## src/rtl/ag_tcu_uop_sequencer_pkg.sv

```systemverilog
// Shared constants and tile-geometry helpers for the AG tensor-core micro-op sequencer.
// Tile/block shapes are derived from the warp lane count so one RTL serves every build.
package ag_tcu_uop_sequencer_pkg;

  localparam int AG_TCU_NR = 8;
  localparam int AG_TCU_DP = 0;
  localparam int AG_TCU_RA = 0;

  typedef enum logic {
    SEQ_IDLE = 1'b0,
    SEQ_BUSY = 1'b1
  } ag_tcu_seq_state_e;

  function automatic int ag_tcu_max(input int a, input int b);
    return (a > b) ? a : b;
  endfunction

  // A dimension with a single step still needs a 1-bit (constant 0) index.
  function automatic int ag_tcu_idx_w(input int n);
    return (n < 2) ? 1 : $clog2(n);
  endfunction

  function automatic int ag_tcu_tile_m(input int nt);
    int lg;
    lg = $clog2(nt * AG_TCU_NR);
    return 1 << (lg - lg / 2);
  endfunction

  function automatic int ag_tcu_tile_n(input int nt);
    int lg;
    lg = $clog2(nt * AG_TCU_NR);
    return 1 << (lg / 2);
  endfunction

  function automatic int ag_tcu_tile_k(input int nt);
    return (nt * AG_TCU_NR) / ag_tcu_max(ag_tcu_tile_m(nt), ag_tcu_tile_n(nt));
  endfunction

  function automatic int ag_tcu_tc_m(input int nt);
    int lg;
    lg = $clog2(nt);
    return 1 << (lg - lg / 2);
  endfunction

  function automatic int ag_tcu_tc_n(input int nt);
    int lg;
    lg = $clog2(nt);
    return 1 << (lg / 2);
  endfunction

  function automatic int ag_tcu_tc_k(input int nt);
    return (AG_TCU_DP != 0) ? AG_TCU_DP : nt / ag_tcu_max(ag_tcu_tc_m(nt), ag_tcu_tc_n(nt));
  endfunction

  function automatic int ag_tcu_m_steps(input int nt);
    return ag_tcu_tile_m(nt) / ag_tcu_tc_m(nt);
  endfunction

  function automatic int ag_tcu_n_steps(input int nt);
    return ag_tcu_tile_n(nt) / ag_tcu_tc_n(nt);
  endfunction

  function automatic int ag_tcu_k_steps(input int nt);
    return ag_tcu_tile_k(nt) / ag_tcu_tc_k(nt);
  endfunction

  function automatic int ag_tcu_b_sub_blocks(input int nt);
    return nt / (ag_tcu_tc_k(nt) * ag_tcu_tc_n(nt));
  endfunction

  function automatic int ag_tcu_nrb(input int nt);
    return (ag_tcu_tile_n(nt) * ag_tcu_tile_k(nt)) / nt;
  endfunction

  function automatic int ag_tcu_rb(input int nt);
    return (ag_tcu_nrb(nt) == 4) ? 28 : 10;
  endfunction

  function automatic int ag_tcu_rc(input int nt);
    return (ag_tcu_nrb(nt) == 4) ? 10 : 24;
  endfunction

endpackage

```

## src/rtl/ag_tcu_uop_sequencer_step_counter.sv

```systemverilog
// Nested (m,n,k) block-step counter: k innermost, m outermost, each wrapping at its
// step count. 'last' flags the final step of the whole walk.
module ag_tcu_step_counter
  import ag_tcu_uop_sequencer_pkg::*;
#(
  parameter int M_STEPS = 2,
  parameter int N_STEPS = 4,
  parameter int K_STEPS = 4,
  localparam int SMW = ag_tcu_idx_w(M_STEPS),
  localparam int SNW = ag_tcu_idx_w(N_STEPS),
  localparam int SKW = ag_tcu_idx_w(K_STEPS)
) (
  input  logic           clk,
  input  logic           reset,
  input  logic           clear,
  input  logic           en,
  output logic [SMW-1:0] m_idx,
  output logic [SNW-1:0] n_idx,
  output logic [SKW-1:0] k_idx,
  output logic           last
);

  logic m_max, n_max, k_max;

  assign m_max = (m_idx == SMW'(M_STEPS - 1));
  assign n_max = (n_idx == SNW'(N_STEPS - 1));
  assign k_max = (k_idx == SKW'(K_STEPS - 1));
  assign last  = m_max & n_max & k_max;

  always_ff @(posedge clk) begin
    if (reset || clear) begin
      m_idx <= '0;
      n_idx <= '0;
      k_idx <= '0;
    end else if (en) begin
      if (k_max) begin
        k_idx <= '0;
        if (n_max) begin
          n_idx <= '0;
          m_idx <= m_max ? '0 : m_idx + 1'b1;
        end else begin
          n_idx <= n_idx + 1'b1;
        end
      end else begin
        k_idx <= k_idx + 1'b1;
      end
    end
  end

endmodule

```

## src/rtl/ag_tcu_uop_sequencer.sv

```systemverilog
// Expands one WMMA instruction into a stream of TCU micro-ops with block steps and
// A/B/C register indices; carries control and addressing only, never operand data.
//
// state    | meaning
// SEQ_IDLE | no instruction held, in_ready=1, out_valid=0
// SEQ_BUSY | instruction captured, presenting micro-op (m,n,k), out_valid=1
module ag_tcu_uop_sequencer
  import ag_tcu_uop_sequencer_pkg::*;
#(
  parameter int NUM_THREADS = 8,
  parameter int NUM_WARPS   = 4,
  parameter int UUID_WIDTH  = 44,
  parameter int REG_BITS    = 5,
  localparam int NW_BITS = ag_tcu_max(1, $clog2(NUM_WARPS)),
  localparam int M_STEPS = ag_tcu_m_steps(NUM_THREADS),
  localparam int N_STEPS = ag_tcu_n_steps(NUM_THREADS),
  localparam int K_STEPS = ag_tcu_k_steps(NUM_THREADS),
  localparam int UOPS    = M_STEPS * N_STEPS * K_STEPS,
  localparam int SMW     = ag_tcu_idx_w(M_STEPS),
  localparam int SNW     = ag_tcu_idx_w(N_STEPS),
  localparam int SKW     = ag_tcu_idx_w(K_STEPS),
  localparam int UIW     = ag_tcu_idx_w(UOPS)
) (
  input  logic                  clk,
  input  logic                  reset,
  input  logic                  in_valid,
  output logic                  in_ready,
  input  logic [NW_BITS-1:0]    in_wid,
  input  logic [UUID_WIDTH-1:0] in_uuid,
  input  logic [3:0]            in_fmt_s,
  input  logic [3:0]            in_fmt_d,
  output logic                  out_valid,
  input  logic                  out_ready,
  output logic [NW_BITS-1:0]    out_wid,
  output logic [UUID_WIDTH-1:0] out_uuid,
  output logic [3:0]            out_fmt_s,
  output logic [3:0]            out_fmt_d,
  output logic [REG_BITS-1:0]   out_rs1,
  output logic [REG_BITS-1:0]   out_rs2,
  output logic [REG_BITS-1:0]   out_rs3,
  output logic [REG_BITS-1:0]   out_rd,
  output logic [SMW-1:0]        out_step_m,
  output logic [SNW-1:0]        out_step_n,
  output logic [SKW-1:0]        out_step_k,
  output logic                  out_first_k,
  output logic                  out_last_k,
  output logic                  out_last,
  output logic [UIW-1:0]        out_uop_idx,
  output logic                  busy
);

  localparam int B_SUB = ag_tcu_b_sub_blocks(NUM_THREADS);
  localparam int RB    = ag_tcu_rb(NUM_THREADS);
  localparam int RC    = ag_tcu_rc(NUM_THREADS);

  typedef struct packed {
    logic [NW_BITS-1:0]    wid;
    logic [UUID_WIDTH-1:0] uuid;
    logic [3:0]            fmt_s;
    logic [3:0]            fmt_d;
  } ag_tcu_instr_t;

  typedef struct packed {
    ag_tcu_instr_t         instr;
    logic [REG_BITS-1:0]   rs1;
    logic [REG_BITS-1:0]   rs2;
    logic [REG_BITS-1:0]   rs3;
    logic [REG_BITS-1:0]   rd;
    logic [SMW-1:0]        step_m;
    logic [SNW-1:0]        step_n;
    logic [SKW-1:0]        step_k;
    logic                  first_k;
    logic                  last_k;
    logic                  last;
    logic [UIW-1:0]        uop_idx;
  } ag_tcu_uop_t;

  ag_tcu_seq_state_e state_q, state_d;
  ag_tcu_instr_t     instr_q;
  ag_tcu_uop_t       uop;

  logic [SMW-1:0] m_idx;
  logic [SNW-1:0] n_idx;
  logic [SKW-1:0] k_idx;
  logic           cnt_last;
  logic           accept, fire, fire_last;
  logic [31:0]    rs1_w, rs2_w, rs3_w, idx_w;

  assign out_valid = (state_q == SEQ_BUSY);
  assign busy      = (state_q == SEQ_BUSY);
  assign fire      = out_valid & out_ready;
  assign fire_last = fire & cnt_last;
  // A new instruction may slip in on the final handshake so back-to-back WMMAs see no bubble.
  assign in_ready  = (state_q == SEQ_IDLE) | fire_last;
  assign accept    = in_valid & in_ready;

  always_ff @(posedge clk) begin
    if (reset) begin
      state_q <= SEQ_IDLE;
    end else begin
      state_q <= state_d;
    end
  end

  always_comb begin
    state_d = state_q;
    case (state_q)
      SEQ_IDLE: if (accept) state_d = SEQ_BUSY;
      SEQ_BUSY: if (fire_last && !accept) state_d = SEQ_IDLE;
      default:  state_d = SEQ_IDLE;
    endcase
  end

  always_ff @(posedge clk) begin
    if (reset) begin
      instr_q <= '0;
    end else if (accept) begin
      instr_q <= '{wid: in_wid, uuid: in_uuid, fmt_s: in_fmt_s, fmt_d: in_fmt_d};
    end
  end

  ag_tcu_step_counter #(
    .M_STEPS (M_STEPS),
    .N_STEPS (N_STEPS),
    .K_STEPS (K_STEPS)
  ) u_step_counter (
    .clk   (clk),
    .reset (reset),
    .clear (accept | fire_last),
    .en    (fire),
    .m_idx (m_idx),
    .n_idx (n_idx),
    .k_idx (k_idx),
    .last  (cnt_last)
  );

  assign rs1_w = 32'(AG_TCU_RA) + 32'(m_idx) * 32'(K_STEPS) + 32'(k_idx);
  assign rs2_w = 32'(RB) + (32'(k_idx) * 32'(N_STEPS) + 32'(n_idx)) / 32'(B_SUB);
  assign rs3_w = 32'(RC) + 32'(m_idx) * 32'(N_STEPS) + 32'(n_idx);
  assign idx_w = (32'(m_idx) * 32'(N_STEPS) + 32'(n_idx)) * 32'(K_STEPS) + 32'(k_idx);

  // Data is forced to zero whenever nothing is presented, so idle outputs are clean.
  always_comb begin
    uop = '0;
    if (state_q == SEQ_BUSY) begin
      uop.instr   = instr_q;
      uop.rs1     = REG_BITS'(rs1_w);
      uop.rs2     = REG_BITS'(rs2_w);
      uop.rs3     = REG_BITS'(rs3_w);
      uop.rd      = REG_BITS'(rs3_w);
      uop.step_m  = m_idx;
      uop.step_n  = n_idx;
      uop.step_k  = k_idx;
      uop.first_k = (k_idx == '0);
      uop.last_k  = (k_idx == SKW'(K_STEPS - 1));
      uop.last    = cnt_last;
      uop.uop_idx = UIW'(idx_w);
    end
  end

  assign out_wid     = uop.instr.wid;
  assign out_uuid    = uop.instr.uuid;
  assign out_fmt_s   = uop.instr.fmt_s;
  assign out_fmt_d   = uop.instr.fmt_d;
  assign out_rs1     = uop.rs1;
  assign out_rs2     = uop.rs2;
  assign out_rs3     = uop.rs3;
  assign out_rd      = uop.rd;
  assign out_step_m  = uop.step_m;
  assign out_step_n  = uop.step_n;
  assign out_step_k  = uop.step_k;
  assign out_first_k = uop.first_k;
  assign out_last_k  = uop.last_k;
  assign out_last    = uop.last;
  assign out_uop_idx = uop.uop_idx;

endmodule

```

## config.mk

```make
export PLATFORM = sky130hd
export DESIGN_NAME = ag_tcu_uop_sequencer
export DESIGN_NICKNAME = d
export VERILOG_FILES = /design/src/rtl/ag_tcu_uop_sequencer_pkg.sv /design/src/rtl/ag_tcu_uop_sequencer_step_counter.sv /design/src/rtl/ag_tcu_uop_sequencer.sv
export SDC_FILE = /design/constraint.sdc
export NUM_CORES = 1
export LEC_CHECK = 0
export ABC_AREA = 1
export CAP_MARGIN = 5
export CORE_UTILIZATION = 43
export DETAILED_ROUTE_END_ITERATION = 7
export HOLD_SLACK_MARGIN = 0.03
export PLACE_DENSITY = 0.88
export SLEW_MARGIN = 30
export SYNTH_ARGS = -nofsm -noshare
export SYNTH_HDL_FRONTEND = slang
export SYNTH_SLANG_ARGS = --single-unit
```

## constraint.sdc

```tcl
create_clock -name clk -period 1.6 [get_ports clk]
set_input_delay 0.16 -clock clk [delete_from_list [all_inputs] [get_ports clk]]
set_output_delay 0.16 -clock clk [all_outputs]
set_load 0.005 [all_outputs]
```

==> summary.txt <==
Yosys warning total = 0
Via count = 3684
Slew Limit Fails = 0
Post-DP HPWL = 6.23 mm
Gate power share = 22.5%
Chip width = 90.9 µm
Die height = 90.9 µm
First-pass DRT Iterations = 4
Post-synth cell types = 20
Critical register-to-register path startpoint = u_step_counter.k_idx[0]$_SDFFE_PP0N_
Final estimated routing congestion in global placement = 0.770
Cells after synthesis = 547
PwrDens = 746 nW/µm²
Leakage = 3.15 nW
HP Class = in -> reg
CP Class = reg -> out
RSZ-0062 raised after global routing = true
Die Area = 8260 µm²
CTS Buf Count = 9
Final ANT Viol Nets = 0
Syn_area_per_cell = 6.21 µm²
Wire per inst = 11.9 µm
Switch share = 28.1%
Starting Density = 44.2%
Hold Startpoint = in_valid
CTS H-Tree Depth = 3
Sequential fraction of the synthesis area = 35.4%
Top achievable clock speed = 644 MHz
Initial antenna violation count = 0
Final worst setup slack = 0.0482 ns
Sw Pwr = 0.00109 W
Startpoint types = flop
CTS sink cnt = 60
Least-Margin Pin Slew = 0.513 ns
CTS max path bufs = 2
FF+latch count, synth = 60
Fraction of layout cells with a size suffix above 1 = 11.1%
Vias in the first global route = 3435
Setup TNS = 0 ns
Required @ worst endpoint = 1.44 ns
Total Nets Final = 742
GR Overflow Total = 0
Worst-Skew Late Latency = 0.33 ns
DRT iter0 DRCs = 132
DP Worst Slack = -0.0310 ns
Peak supply drop = 0.465 mV
Mapped Area = 3400 µm²
Rows = 32
Pin count of the biggest net entering global routing = 68
Tmin final = 1.55 ns
Total chip power = 0.00388 W
Critical Path Fanout Max = 4
Clock Skew = 0.00687 ns
First-pass GRT wire length = 14.9 mm
IO buf count = 145
Crit end category = output port
Most frequent cells in the layout = inv_1 (117), nand2_1 (112), dlygate4sd2_1 (68)
Number of diodes = 0
Reg clk slew, reported paths = 0.07 ns
Clk pwr share = 34.4%
Core area = 7690 µm²
Internal cell power = 0.00279 W
CTS root buffer = clkbuf_8
Drt drc = 0
CP arrival = 1.39 ns
WL final = 9.38 mm
Via density = 4.68
Worst slew margin = 65.8%
Outcome = finished, final reports clean
Layout overhead on the synthesized area = 53.2%
Overall Global Routing Usage = 22.2%
Final Hold Vio Count = 0
Finish-stage setup viols = 0
Max_cap viols = 0
Flop pwr share = 43.0%
Crit share post-route = 97.0%
Total I/O pin count = 148
TritonCTS clock tree = yes
Most common cell after layout, fill and taps aside = inv_1
Worst setup startpoint = u_step_counter.k_idx[0]$_SDFFE_PP0N_
==> layout make-up <==
type                    instances  area, µm²
clock inverters                 6       65.1
well taps                     102        128
flip-flops and latches         60       1210
fillers                       656       2480
multi-input cells             307       1410
repair buffers                181       1810
inverters                     122        458
clock buffers                  10        128
==> final timing paths <==
kind	cells past startpoint	slack, ns	endpoint
max	5	0.05	in_ready
max reg2reg	9	0.06	instr_q[47]$_SDFFE_PP0P_
min reg2reg	2	0.49	instr_q[48]$_SDFFE_PP0P_
min	3	0.27	busy$_SDFF_PP0_
==> flip-flops by register name (all words and copies together) (netlist names) <==
signal                count
instr_q                  54
u_step_counter.m_idx      1
u_step_counter.n_idx      2
busy                      1
u_step_counter.k_idx      2
==> cells by family (layout without fill, tap and decap cells) <==
logic type / count (synthesis) / count (layout) / synth area share [%]
fa+ha+maj: 3 / 3 / 1.11
simple gates: 241 / 241 / 28.9
compound gates: 61 / 61 / 9.32
other cells: 1 / 2 / 0.110
buf+inv: 181 / 319 / 25.2
flops: 60 / 60 / 35.4
==> per-layer routing <==
metal,global-route usage (%),share of wire [%],up-vias
li1,-,-,1866
met1,23.3,40,1678
met2,42.4,53,131
met3,4.38,5.7,9
met4,9.79,1.3,0
met5,0,0,-
==> power groups by stage <==
stage	registers (W)	logic, W	clock network [W]
after detailed placement	0.00170	0.000817	0
after CTS	0.00166	0.000857	0.00137
final	0.00167	0.000874	0.00134
after global placement	0.00170	0.000789	0
after floorplan	0.00168	0.000453	0
after global routing	0.00168	0.000967	0.00144
==> cells in the mapped netlist, drive strengths merged <==
library cell	instances	area, µm²
conb	1	3.75
nand3	56	285
o21ai	1	5.00
buf	52	372
dfxtp	60	1200
a31oi	1	6.26
o221ai	1	8.76
ha	3	37.5
nand2	121	454
nor2	62	233
clkbuf	7	26.3
o21bai	1	11.3
nor3	2	10.0
inv	122	458
a21oi	57	285
==> stage by stage <==
| step | cells | hold slack (ns) | cell area [µm²] | util (%) |
|---|---|---|---|---|
| floorplan | 548 | 0.229 | 3400 | - |
| global placement | 757 | 0.460 | 4820 | 62.7 |
| detailed placement | 757 | 0.467 | 4820 | 62.7 |
| CTS | 788 | 0.234 | 5160 | 67.1 |
| global route | 788 | 0.294 | 5200 | 67.7 |
| finish | 788 | 0.270 | 5200 | 67.7 |
==> critical path, stage by stage, from the launching register on <==
cell and delay (ns):
dfxtp_2 0.35, buf_4 0.12, ha_4 0.15, nand3_2 0.11
o21bai_4 0.18, buf_2 0.16
==> what timing repair did <==
| action | in CTS | in global routing |
|---|---|---|
| hold buffers | 0 | 0 |
| endpoints found under the hold margin | 0 | 0 |
| resized for setup | 115 | 28 |
| gates cloned | 3 | 2 |
| setup buffers | 12 | 0 |
| setup endpoints to repair | 88 | 55 |
No activity file was read; power rests on OpenSTA's default activity.
